`config.mk`:
```
export PLATFORM = sky130hd
export DESIGN_NAME = ram8_banco
export DESIGN_NICKNAME = d
export VERILOG_FILES = /design/src/rtl/ram8_banco.sv
export SDC_FILE = /design/constraint.sdc
export NUM_CORES = 1
export LEC_CHECK = 0
export ABC_AREA = 1
export CAP_MARGIN = 25
export CORE_ASPECT_RATIO = 1.2
export CORE_MARGIN = 1
export CORE_UTILIZATION = 40
export CTS_CLUSTER_SIZE = 10
export DETAILED_ROUTE_END_ITERATION = 10
export DONT_BUFFER_PORTS = 1
export SYNTH_ARGS = -nofsm -noshare
export SYNTH_HDL_FRONTEND = slang
export SYNTH_SLANG_ARGS = --single-unit
```
`constraint.sdc`:
```
create_clock -name clk -period 2.34 [get_ports clk]
set_input_delay 0.117 -clock clk [delete_from_list [all_inputs] [get_ports clk]]
set_output_delay 0.117 -clock clk [all_outputs]
set_load 0.1 [all_outputs]
```
`src/rtl/ram8_banco.sv`:
```
// 8-entry register bank: one-hot demuxed writes, registered write-first read,
// and a sequencer that zeroes one entry per cycle on a clear request.
module ram8_entry #(
    parameter int WIDTH = 16
) (
    input  logic             clk,
    input  logic             rst_n,
    input  logic             we,
    input  logic             clr,
    input  logic [WIDTH-1:0] d,
    output logic [WIDTH-1:0] q
);
    always_ff @(posedge clk or negedge rst_n) begin
        if (!rst_n)   q <= '0;
        else if (clr) q <= '0;
        else if (we)  q <= d;
    end
endmodule

module ram8_banco #(
    parameter int WIDTH = 16
) (
    input  logic             clk,
    input  logic             rst_n,
    input  logic [WIDTH-1:0] entrada,
    input  logic [2:0]       endereco,
    input  logic             load,
    input  logic             limpar,
    output logic [WIDTH-1:0] saida,
    output logic             ocupado
);
    typedef enum logic {IDLE, CLEAR} state_t;

    state_t                 state, state_nxt;
    logic [2:0]             cnt, cnt_nxt;
    logic                   wr_en, clr_en;
    logic [7:0]             we, clr;
    logic [7:0][WIDTH-1:0]  mem;
    logic [WIDTH-1:0]       rd_nxt;

    always_ff @(posedge clk or negedge rst_n) begin
        if (!rst_n) begin
            state <= IDLE;
            cnt   <= '0;
            saida <= '0;
        end else begin
            state <= state_nxt;
            cnt   <= cnt_nxt;
            saida <= rd_nxt;
        end
    end

    // A clear request in IDLE takes priority over a same-cycle write.
    always_comb begin
        state_nxt = state;
        cnt_nxt   = cnt;
        wr_en     = 1'b0;
        clr_en    = 1'b0;
        case (state)
            IDLE: begin
                if (limpar) begin
                    state_nxt = CLEAR;
                    cnt_nxt   = '0;
                end else begin
                    wr_en = load;
                end
            end
            CLEAR: begin
                clr_en  = 1'b1;
                cnt_nxt = cnt + 3'd1;
                if (cnt == 3'd7) state_nxt = IDLE;
            end
            default: state_nxt = IDLE;
        endcase
    end

    for (genvar k = 0; k < 8; k++) begin : g_entry
        assign we[k]  = wr_en  && (endereco == 3'(k));
        assign clr[k] = clr_en && (cnt == 3'(k));
        ram8_entry #(.WIDTH(WIDTH)) u_entry (
            .clk   (clk),
            .rst_n (rst_n),
            .we    (we[k]),
            .clr   (clr[k]),
            .d     (entrada),
            .q     (mem[k])
        );
    end

    // Write-first: forward whatever the addressed entry becomes on this edge.
    always_comb begin
        rd_nxt = mem[endereco];
        if (wr_en)                          rd_nxt = entrada;
        else if (clr_en && cnt == endereco) rd_nxt = '0;
    end

    assign ocupado = (state == CLEAR);
endmodule

```
==> After elaboration in Yosys (flattened, before gate mapping) <==
Cells that the tools add are included.
{ "classes": {"reduce_logical": 27, "mux": 28, "addsub": 1, "bitwise_logic": 1, "eq_ne": 16, "n_lt_le_gt_ge": 1} }
{ "op_table": {"columns": ["operator", "count"], "rows": [
  ["two-way mux 16 bit", 19],
  ["binary-select mux 16 bit (select 3 bit)", 1],
  ["equality test 3 bit, second input constant", 8],
  ["logical AND 1 bit", 17],
  ["nonzero test 2 bit", 8],
  ["equality test 3 x 2 -> 1 bit, second input constant", 4],
  ["equality test 3 x 1 -> 1 bit, second input constant", 2],
  ["logical NOT 3 bit", 2],
  ["case mux 3 bit (2 select lines)", 1],
  ["two-way mux 1 bit", 5],
  ["less-than comparator 3 x 4 -> 1 bit, second input constant", 1],
  ["adder 3 x 1 -> 3 bit, second input constant", 1],
  ["equality test 3 bit", 1],
  ["two-way mux 3 bit", 1],
  ["inequality test 2 bit, second input constant", 1],
  ["case mux 1 bit (2 select lines)", 1],
  ["NOT 1 bit", 1]
]} }
{ "totals": {"ff_bits": 148, "out_inout_bits": 17, "word_cells": 85} }

==> Depth between registers and ports, before layout <==
Gate-level depths: netlist (run 1).
{ "logic_depth": {"word_depth": 5, "ltp_mapped": 10, "mapped_depth_nobuf": 8} }

==> Cells and area by module <==
From an unflattened synthesis (run 1), not the netlist that was laid out.
{ "unflattened": {"cells_unflattened": 1154, "hier_area_um2": 8049.0} }
{ "by_module_without_submodules": {"columns": ["module", "n_inst", "area_each_um2", "cells_per_inst"], "rows": [
  ["ram8_entry", 8, 648.1, 70],
  ["ram8_banco", 1, 2864.0, 594]
]} }

==> Worst setup path before layout (run 1) <==
No wires, ideal clock.
{ "synth_path": {"path_kind": "reg-to-reg", "from": "register state, in the netlist ocupado", "to": "register saida[10]", "slack_ps": 439, "period_less_slack_ps": 1901, "setup_ps": 117, "arrival_ps": 1784, "path_buffers": 1, "stages_incl_launch_ff": 9, "path_cell_list": "dfrtp_1 > inv_1 > a21oi_1 > nand2_1 > nor2_2 > nor2_4 > buf_4 > nand3_1 > nand2_1"} }
{ "synth_between": {"elab_chain_len": 4} }
{ "synth_rtl": {"columns": ["item", "line_no", "source"], "rows": [
  ["start: declaration", "34", "state_t state, state_nxt;"],
  ["start signal: assignment", "47", "state <= state_nxt;"],
  ["two-way mux 1 bit", "59", "case (state)"],
  ["logical AND 1 bit", "94", "else if (clr_en && cnt == endereco) rd_nxt = '0;"],
  ["two-way mux 16 bit", "94", null],
  ["two-way mux 16 bit (*)", "93", "if (wr_en) rd_nxt = entrada;"],
  ["named net rd_nxt[10]", "39", "logic [WIDTH-1:0] rd_nxt;"],
  ["end signal: assignment", "49", "saida <= rd_nxt;"],
  ["end: declaration", "29", "output logic [WIDTH-1:0] saida,"]
]} }
The timed path passes the listed nets; every way through them passes the cells marked *.
A chain may end at the register's enable or synchronous reset.

==> Final worst setup path (run 1) <==
{ "layout_path": {"from": "register state, in the netlist ocupado", "to": "register saida[14]"} }
Same word-level chain as after synthesis.

==> results of run 1 <==
## synthesized netlist by cell type, types with 3 or more instances
cell type	count	share of area
buf_6	11	0.017
o21ai_1	31	0.022
o21ai_0	73	0.052
nor2_1	104	0.055
ha_1	6	0.011
nor2_4	3	0.0048
dfrtp_1	148	0.52
inv_1	58	0.031
nand2_4	6	0.0095
nand3_1	121	0.085
buf_2	23	0.016
nand2_1	165	0.087
o21ai_2	24	0.030
clkbuf_1	12	0.0064
buf_4	3	0.0032
nand2_2	5	0.0044
inv_2	5	0.0026
a21oi_1	3	0.0021
o22ai_1	33	0.029
## per-stage QoR
stage               setup slack [ns]  hold WS, ns
floorplan                      0.439       -0.179
global placement               0.515       -0.170
detailed placement             0.501       -0.170
CTS                           0.0561       -0.633
global route                  0.0926       -0.629
finish                         0.184       -0.613
## layer usage
metal,GRT usage,vias up,part of all wire
met1,0.278,2785,0.43
li1,-,2795,-
met3,0.0428,35,0.043
met4,0.0988,0,0.029
met5,0,-,0
met2,0.381,152,0.50
## worst reg2reg max path, delay by kind of cell, from the launching register on
kind                   cells  cell delay [ns]
AO/OA/AOI/OAI              1             0.16
flip-flops                 1             0.59
AND/OR/NAND/NOR            5             0.43
buffers and inverters      3             0.86
## sequential cells by signal, indices dropped and copies added, names as in the netlist
name,cells
cnt,3
g_entry.u_entry.q,128
ocupado,1
saida,16
## layout make-up
| type | instances | area (µm²) |
|---|---|---|
| Fill cell | 1661 | 9050 |
| Clock buffer | 23 | 488 |
| Multi-Input combinational cell | 577 | 2810 |
| Timing Repair Buffer | 46 | 440 |
| Inverter | 64 | 245 |
| Sequential cell | 148 | 3700 |
| Clock inverter | 9 | 101 |
| Tap cell | 216 | 270 |
## kinds of logic (layout without fill, tap and decap cells)
group                      Yosys count  in the layout
and+or+nand+nor                    407            407
adders and majority gates            6              6
buffers and inverters              116            142
DFF                                148            148
AOI/OAI and AO/OA                  164            164
## power by group through the flow
stage	Combinational [mW]	Clock, mW	Sequential, mW
5_1_grt	2.00	2.86	3.95
4_1_cts	1.78	2.77	3.90
3_5_place_dp	1.61	0	3.94
2_1_floorplan	1.16	0	3.92
3_3_place_gp	1.60	0	3.93
6_report	1.83	2.73	3.90
## path summary, 6_finish.rpt
check | startpoint | end | slack, ns | depth (start not counted)
setup / recovery | ocupado$_DFF_PN0_ | saida[14]$_DFF_PN0_ | 0.18 | 9
hold / removal | rst_n | cnt[1]$_DFFE_PN0P_ | -0.61 | 0
setup reg to reg | ocupado$_DFF_PN0_ | saida[14]$_DFF_PN0_ | 0.18 | 9
hold reg to reg | g_entry[4].u_entry.q[0]$_DFFE_PN0P_ | g_entry[4].u_entry.q[0]$_DFFE_PN0P_ | 0.50 | 2
max in group asynchronous | rst_n | g_entry[3].u_entry.q[14]$_DFFE_PN0P_ | 2.66 | 0
min in group clk | entrada[13] | g_entry[7].u_entry.q[13]$_DFFE_PN0P_ | 0 | 2
## repair_timing
item                                    in CTS  in global routing
endpoints found under the hold margin      196                148
setup buffers                                0                  1
endpoints found under the setup margin       0                  8
==> results.md, run 1 <==
- Vias/cell: 5.33
- YS warnings: 0
- Worst hold path class: input port to async pin
- Vias in the first global route: 5507
- Post-Route WL: 19500 µm
- Sequential Power Share: 0.461
- Post_cts resized: 0
- DIE WIDTH: 124 µm
- H-Tree Depth: 4
- Tmin final: 2.16 ns
- CTS Buffer Depth: 2
- Crit path max-delay family: buffers and inverters
- Setup Skew: 0.00625 ns
- Hpwl dp: 11300 µm
- Total design power: 8.46 mW
- Distinct cells, synth: 26
- Fin crit share: 0.922
- Largest net degree at the start of global routing: 149
- Largest family of logic cells by synthesized area: simple AND/OR/NAND/NOR gates
- Antenna violations before repair: 0
- Static Leakage: 4.01 nW
- Sink Count: 148
- Clock Tree Root: clkbuf_16
- Final setup TNS: 0 ns
- Max_slew headroom: 0.365
- Crit path cell chain: inv_1 -> a21oi_1 -> nand2_1 -> nor2_2 -> nor2_4 -> buf_12 -> nand3_1 -> nand2_1 -> dlygate4sd3_1
- First-pass DRT Iterations: 5
- Crit path top cell by count: nand2_1
- Hold-fix buffers, CTS: 33
- CP Buf/Inv Count: 3
- Clock share of power: 0.323
- P_sw: 3.16 mW
- Setup repair after global routing missed its margin: no
- Max frequency: 464 MHz
- Seq/Total Area, Yosys: 0.523
- Post-route ant nets: 0
- Switching Share: 0.374
- Nets: 883
- # rows: 52
- Async SR Flop Fraction: 1.00
- CTS tree: done
- IO Pins: 40
- Post-synth EDFFs: 0
- Initial core utilization: 0.414
- Xor and xnor area share after synthesis: 0
- Final Wtd Congestion: 0.795
- Pint: 5.30 mW
- Slowest-stage cell, CP: dfrtp_1
- Global route overflow: 0
- Net count after synthesis: 870
- Worst Path Required: 2.65 ns
- Final Non-Filler Cells: 1083
- Placed Cells: 1017
- Vias after detailed routing: 5767
- Final Util: 0.471
- CP Launch Type: register
- WHS: -0.613 ns
- DIE AREA: 18300 µm²
- Max-cap violation count: 0
- First-pass GRT wire length: 30400 µm
- Avg WL per Cell: 18.0 µm
- Most frequent cells in the layout: nand2_1, dfrtp_1, nand3_1, nor2_1, o21ai_0
- Status: finished, violations left
- DIE HEIGHT: 148 µm
- Simple-gate share of the synthesized area: 0.251
- Tot GR Track Use: 0.226
- Post-synthesis adder-cell area fraction: 0.0106
- CP peak stage delay: 0.59 ns
- Crit path DAT: 2.47 ns
- Clock transition at the registers of the reported paths: 0.06 ns
- Cell count after synthesis: 841
- Final Setup Violations: 0
- ANT cells: 0
- Area growth syn-to-layout: 13.7%
- Input/output buffers: 0
- Worst-Margin Slew: 0.953 ns
- DRC violations left: 0
- Average cell area after synthesis: 8.43 µm²
- Power Dens Cells: 1050 nW/µm²
- Worst skew pair latency: 0.43 ns
- Synth Area in Compound Gates: 0.134
- Max-slew violation count: 0
- Yosys reg bits: 148
- VDD IR-drop max: 449 µV
- Commonest non-fill, non-tap cell in the layout: nand2_1
- Initial DRC Count: 453
- Core area: 17100 µm²
- Crit end category: register
- Critical path peak fanout: 16
- Mapped cell area: 7090 µm²
- Violated checks: negative hold slack
- Fin area: 8060 µm²
- Layout cell share with drive strength beyond 1: 0.104
- Hold Vio Cnt, Final: 148
- CTS Buf Count: 17
- Crit Path Class: register to register
- Mux share of post-synthesis cell area: 0
- Logic gate share of total power: 0.217
- DP Area: 7120 µm²
- Main synth FF type: dfrtp_1
No activity file was read; power rests on OpenSTA's default activity.
==> run 2: changes to the inputs <==
CORE_ASPECT_RATIO = not set   (was 1.2)
==> results.md, run 2 (synthesis gave the netlist of run 1 again) <==
- WHS: -0.614 ns (-0.00143 ns)
- First-pass GRT wire length: 31200 µm (+2.7%)
- Hpwl dp: 11000 µm (-2.5%)
- VDD IR-drop max: 490 µV (+9.0%)
- Fin crit share: 0.944 (+0.0220)
- Final setup TNS: 0 ns (unchanged)
- Hold-fix buffers, CTS: 32 (-3.0%)
- Crit end category: register
- CTS tree: done
- IO Pins: 40 (unchanged)
- Tot GR Track Use: 0.225 (-0.000604)
- Layout cell share with drive strength beyond 1: 0.106 (+0.00243)
- Max frequency: 453 MHz (-2.3%)
- Power Dens Cells: 1060 nW/µm² (+0.78%)
- Max_slew headroom: 0.407 (+0.0425)
- First-pass DRT Iterations: 5 (unchanged)
- Post-route ant nets: 0 (unchanged)
- H-Tree Depth: 4 (unchanged)
- Largest register by flop count: g_entry.u_entry.q
- Setup repair after global routing missed its margin: no
- Crit Path Class: register to register
- Sink Count: 148 (unchanged)
- Initial core utilization: 0.410 (-0.00443)
- ANT cells: 0 (unchanged)
- Clock Tree Root: clkbuf_16
- Vias after detailed routing: 5752 (-0.26%)
- Met2 wire len: 9330 µm (-3.5%)
- Crit path to: saida[12]$_DFF_PN0_
- P_sw: 3.14 mW (-0.57%)
- R2R depth: 9 (unchanged)
- Worst skew pair latency: 0.43 ns (about the same)
- # rows: 48 (-7.7%)
- DIE HEIGHT: 135 µm (-8.6%)
- DIE AREA: 18300 µm² (about the same)
- Violated checks: negative hold slack
- Global route overflow: 0 (unchanged)
- Initial DRC Count: 581 (+28%)
- Max-cap violation count: 0 (unchanged)
- Max reg flops: 128 (unchanged)
- Post-Route WL: 18800 µm (-3.3%)
- Max-slew violation count: 0 (unchanged)
- DIE WIDTH: 135 µm (+9.4%)
- CP Launch Type: register
- WL met3: 641 µm (-24%)
- Pint: 5.43 mW (+2.5%)
- Antenna violations before repair: 0 (unchanged)
- Final Util: 0.468 (-0.00244)
- Hold Vio Cnt, Final: 148 (unchanged)
- Reg2Reg Setup Slack: 0.13 ns (-0.05 ns)
- Crit path DAT: 2.51 ns (+0.04 ns)
- Area growth syn-to-layout: 14.3%
- CTS Buffer Depth: 2 (unchanged)
- Status: finished, violations left
- Worst Path Required: 2.64 ns (about the same)
- Core area: 17300 µm² (+1.1%)
- Static Leakage: 4.03 nW (+0.44%)
- Top layer in use: met4
- Logic gate share of total power: 0.211 (-0.006)
- Worst Setup SP: ocupado$_DFF_PN0_
- Clock share of power: 0.335 (+0.012)
- Input/output buffers: 0 (unchanged)
- Worst hold path class: input port to async pin
- Worst-Margin Slew: 0.889 ns (-0.0638 ns)
- Sequential Power Share: 0.455 (-0.006)
- CTS Buf Count: 17 (unchanged)
- Vias/cell: 5.27 (-0.99%)
- Final Wtd Congestion: 0.763 (-4.1%)
- Most frequent cells in the layout: nand2_1, dfrtp_1, nand3_1, nor2_1, o21ai_0
- Vias in the first global route: 5667 (+2.9%)
- R2R Path End: saida[12]$_DFF_PN0_
- Commonest non-fill, non-tap cell in the layout: nand2_1
- Avg WL per Cell: 17.3 µm (-4.0%)
- Switching Share: 0.367 (-0.00703)
- Clock transition at the registers of the reported paths: 0.06 ns (about the same)
- Final Setup Violations: 0 (unchanged)
- Biggest regs: g_entry.u_entry.q: 128 flops, saida: 16 flops, cnt: 3 flops
- Tmin final: 2.21 ns (+0.0514 ns)
- DRC violations left: 0 (unchanged)
- M1 WL: 8450 µm (+0.61%)
- Largest net degree at the start of global routing: 149 (unchanged)
- Setup Skew: 0.00677 ns (+0.000517 ns)
- Nets: 883 (unchanged)
- Critical path peak fanout: 13 (-3)
- Worst r2r src: ocupado$_DFF_PN0_
## run 2: metrics by stage
stage	cell area [µm²]	instances	power (mW)	hold slack, ns	setup WS [ns]
3_3_place_gp	7130	1026	5.50	-0.172	0.352
5_1_grt	8100	1091	8.95	-0.629	0.0433
6_report	8100	1091	8.57	-0.614	0.132
3_5_place_dp	7130	1026	5.52	-0.173	0.226
4_1_cts	8070	1089	8.52	-0.627	0.0431
2_1_floorplan	7090	841	5.09	-0.179	0.439
## run 2: power by group through the flow
stage | registers, mW | clock network [mW] | logic (mW)
2_1_floorplan | 3.92 | 0 | 1.16
3_3_place_gp | 3.93 | 0 | 1.57
3_5_place_dp | 3.94 | 0 | 1.59
4_1_cts | 3.89 | 2.89 | 1.74
5_1_grt | 3.94 | 3.00 | 2.01
6_report | 3.90 | 2.87 | 1.81
## run 2: final cells by class
| class | instances | area [µm²] |
|---|---|---|
| clock inverters | 9 | 124 |
| multi-input cells | 577 | 2820 |
| repair buffers | 46 | 438 |
| inverters | 64 | 245 |
| fillers | 1684 | 9190 |
| flip-flops and latches | 148 | 3700 |
| well taps | 225 | 282 |
| clock buffers | 22 | 494 |
## run 2: how the worst min path moves through the flow
stage	from	end	slack [ns]	depth (start not counted)
after global placement	rst_n	g_entry[0].u_entry.q[8]$_DFFE_PN0P_	-0.17	0
after floorplan	rst_n	cnt[0]$_DFFE_PN0P_	-0.18	0
after global routing	rst_n	g_entry[1].u_entry.q[5]$_DFFE_PN0P_	-0.63	0
after detailed placement	rst_n	g_entry[1].u_entry.q[8]$_DFFE_PN0P_	-0.17	0
after CTS	rst_n	g_entry[1].u_entry.q[8]$_DFFE_PN0P_	-0.63	0
final	rst_n	g_entry[1].u_entry.q[5]$_DFFE_PN0P_	-0.61	0
## run 2: layer usage
metal / vias to the layer above / global-route usage
met3: 27 / 0.0353
li1: 2792 / -
met1: 2824 / 0.294
met2: 109 / 0.376
met5: - / 0
met4: 0 / 0.0843
## run 2: critical path, stage by stage, from the launching register on
cell and delay [ns]:
dfrtp_1 0.61, inv_1 0.15, a21oi_1 0.15, nand2_1 0.08, nor2_2 0.12, nor2_4 0.06, buf_12 0.15, nand3_1 0.09
nand2_1 0.07, dlygate4sd3_1 0.58
## run 2: repair_timing
item,CTS,global route
hold endpoints to repair,174,148
endpoints found under the setup margin,0,15
gates resized for setup,0,1
buffers inserted,0,2
==> run 3: changes to the inputs <==
ABC_AREA = not set   (was 1)
clock period = 2.3 ns   (was 2.34 ns; I/O delays follow)
==> results.md, run 3 <==
- CTS Buffer Depth: 2 (unchanged)
- Max reg flops: 128 (unchanged)
- Input/output buffers: 0 (unchanged)
- DRC violations left: 0 (unchanged)
- Vias in the first global route: 4487 (-21%)
- Critical path peak fanout: 16 (+3)
- Post-Route WL: 17300 µm (-8.3%)
- Tot GR Track Use: 0.224 (-0.00157)
- Post-synth EDFFs: 0 (unchanged)
- Seq/Total Area, Yosys: 0.564 (+0.0419)
- Setup repair after global routing missed its margin: no
- DIE HEIGHT: 130 µm (-3.7%)
- Hpwl dp: 9350 µm (-15%)
- Post-route ant nets: 0 (unchanged)
- Initial core utilization: 0.412 (+0.00176)
- Synth top area share: 0.564 (+0.0419)
- Setup Skew: 0.00503 ns (-0.00173 ns)
- YS warnings: 0 (unchanged)
- Vias after detailed routing: 4231 (-26%)
- Clock Tree Root: clkbuf_16
- Mapped cell area: 6560 µm² (-7.4%)
- DIE WIDTH: 130 µm (-3.7%)
- Net count after synthesis: 467 (-46%)
- Worst-Margin Slew: 1.05 ns (+0.160 ns)
- # rows: 46 (-4.2%)
- Crit Path Class: register to register
- Layout cell share with drive strength beyond 1: 0.206 (+0.0995)
- Fin crit share: 0.911 (-0.0327)
- Distinct cells, synth: 36 (+38%)
- H-Tree Depth: 4 (unchanged)
- Yosys reg bits: 148 (unchanged)
- Final Wtd Congestion: 0.764 (+0.16%)
- Most frequent cells in the layout: dfrtp_1, a22o_1, mux4_2, dlygate4sd3_1, buf_4
- Worst hold path class: input port to async pin
- Commonest non-fill, non-tap cell in the layout: dfrtp_1
- Max-cap violation count: 0 (unchanged)
- Max-slew violation count: 0 (unchanged)
- Static Leakage: 3.48 nW (-14%)
- Synth area leaders: dfrtp_1, a22o_1, mux4_2
- Average cell area after synthesis: 15.0 µm² (+78%)
- Fill count: 1402 (-17%)
- Violated checks: negative hold slack
- Main synth FF type: dfrtp_1
- CP Buf/Inv Count: 0 (-3)
- Hold-fix buffers, CTS: 19 (-41%)
- ANT cells: 0 (unchanged)
- Slowest-stage cell, CP: and2_1
- Total design power: 8.09 mW (-5.6%)
- Vias/cell: 6.29 (+19%)
- Largest net degree at the start of global routing: 149 (unchanged)
- DIE AREA: 16900 µm² (-7.3%)
- Footprint of the multi-input gates: 2570 µm² (-8.6%)
- Nets: 473 (-46%)
- Leading area contributor after synthesis: dfrtp_1
- Worst slack, placed: 0.290 ns (+0.0637 ns)
- Final Setup Violations: 0 (unchanged)
- Initial DRC Count: 292 (-50%)
- # Post-CTS Setup Buffers: 0 (unchanged)
- IO Pins: 40 (unchanged)
- CP peak stage delay: 0.87 ns (+0.26 ns)
- Area growth syn-to-layout: 13.8%
- Reg area: 3700 µm² (unchanged)
- Core area: 15900 µm² (-7.8%)
- Biggest regs: g_entry.u_entry.q: 128 flops, saida: 16 flops, cnt: 3 flops
- Count leader, synth: dfrtp_1
- Clock transition at the registers of the reported paths: 0.06 ns (about the same)
- Crit path cell chain: nor2_1 -> and2_1 -> a22o_1
- Crit path DAT: 2.44 ns (-0.07 ns)
- CTS tree: done
- Hold Vio Cnt, Final: 148 (unchanged)
- Sink Count: 148 (unchanged)
- Cell count after synthesis: 438 (-48%)
- Tmin final: 2.09 ns (-0.113 ns)
- Avg WL per Cell: 25.7 µm (+49%)
- CTS Buf Count: 17 (unchanged)
- Antenna violations before repair: 0 (unchanged)
- Largest register by flop count: g_entry.u_entry.q
- Status: finished, violations left
- Worst skew pair latency: 0.42 ns (about the same)
- First-pass DRT Iterations: 5 (unchanged)
- Worst Path Required: 2.65 ns (about the same)
- Post-synth top cells: dfrtp_1, a22o_1, mux4_2
- Crit end category: register
- Power Dens Cells: 1080 nW/µm² (+2.4%)
- Max_slew headroom: 0.300 (-0.107)
- First-pass GRT wire length: 27000 µm (-13%)
- Async SR Flop Fraction: 1.00 (unchanged)
- VDD IR-drop max: 602 µV (+23%)
- Crit path max-delay family: simple AND/OR/NAND/NOR gates
- WHS: -0.605 ns (+0.00875 ns)
- Final Util: 0.468 (about the same)
- CP Launch Type: register
- Post_cts resized: 0 (unchanged)
- Global route overflow: 0 (unchanged)
- Final setup TNS: 0 ns (unchanged)
- Final WS setup: 0.205 ns (+0.0729 ns)
- Max frequency: 477 MHz (+5.4%)
run 3: cell count changes after synthesis, moves of 31 or more:
cell,change
nand3_1,-121
o22ai_1,-33
nor2_1,-101
a22o_1,+144
nand2_1,-164
inv_1,-54
o21ai_0,-73
o21ai_1,-31
run 3: layout make-up:
| type | count | share of cell area |
|---|---|---|
| sequential | 148 | 0.496 |
| multi-input combinational | 235 | 0.345 |
| clock buffer | 20 | 0.0625 |
| timing repair buffer | 38 | 0.0446 |
| tap | 216 | 0.0362 |
| clock inverter | 12 | 0.0141 |
| inverter | 4 | 0.00201 |
run 3: worst reg2reg max path: cells and delay by family, from the launching register on:
family	cells	cell delay [ns]
simple gates	2	1.25
flops	1	0.50
compound gates	1	0.29
run 3: cell families after synthesis:
kind of cell | count (synthesis) | synth area share
compound gates | 156 | 0.208
xor+xnor | 3 | 0.00401
fa+ha+maj | 6 | 0.0114
buf+inv | 55 | 0.0439
flops | 148 | 0.564
mux | 49 | 0.145
simple gates | 21 | 0.0233
run 3: metrics by stage:
stage / hold slack [ns] / instances / area [µm²]
after global placement: -0.174 / 622 / 6710
after floorplan: -0.181 / 438 / 6560
after global routing: -0.631 / 673 / 7470
final: -0.605 / 673 / 7470
after CTS: -0.625 / 673 / 7470
after detailed placement: -0.174 / 622 / 6710
run 3: final timing paths:
kind,start,end,slack [ns],cells past startpoint
setup / recovery,ocupado$_DFF_PN0_,g_entry[0].u_entry.q[4]$_DFFE_PN0P_,0.21,3
hold reg to reg,g_entry[6].u_entry.q[5]$_DFFE_PN0P_,g_entry[6].u_entry.q[5]$_DFFE_PN0P_,0.49,1
setup reg to reg,ocupado$_DFF_PN0_,g_entry[0].u_entry.q[4]$_DFFE_PN0P_,0.21,3
hold / removal,rst_n,g_entry[0].u_entry.q[11]$_DFFE_PN0P_,-0.61,0
min in group clk,endereco[2],saida[4]$_DFF_PN0_,0.02,2
max in group asynchronous,rst_n,g_entry[1].u_entry.q[4]$_DFFE_PN0P_,2.73,0
run 3: power breakdown:
| group | total [mW] | switching (mW) | internal [mW] | leakage, nW |
|---|---|---|---|---|
| logic | 1.72 | 0.989 | 0.731 | 1.16 |
| registers | 3.72 | 0.704 | 3.02 | 2.04 |
| clock network | 2.64 | 1.08 | 1.57 | 0.270 |
run 3: metal layers:
layer  wire length (µm)  share of wire  GRT usage
met5                  0              0          0
met4                385          0.022     0.0800
met3               1350          0.078     0.0644
met2               8170           0.47      0.348
met1               7370           0.43      0.299
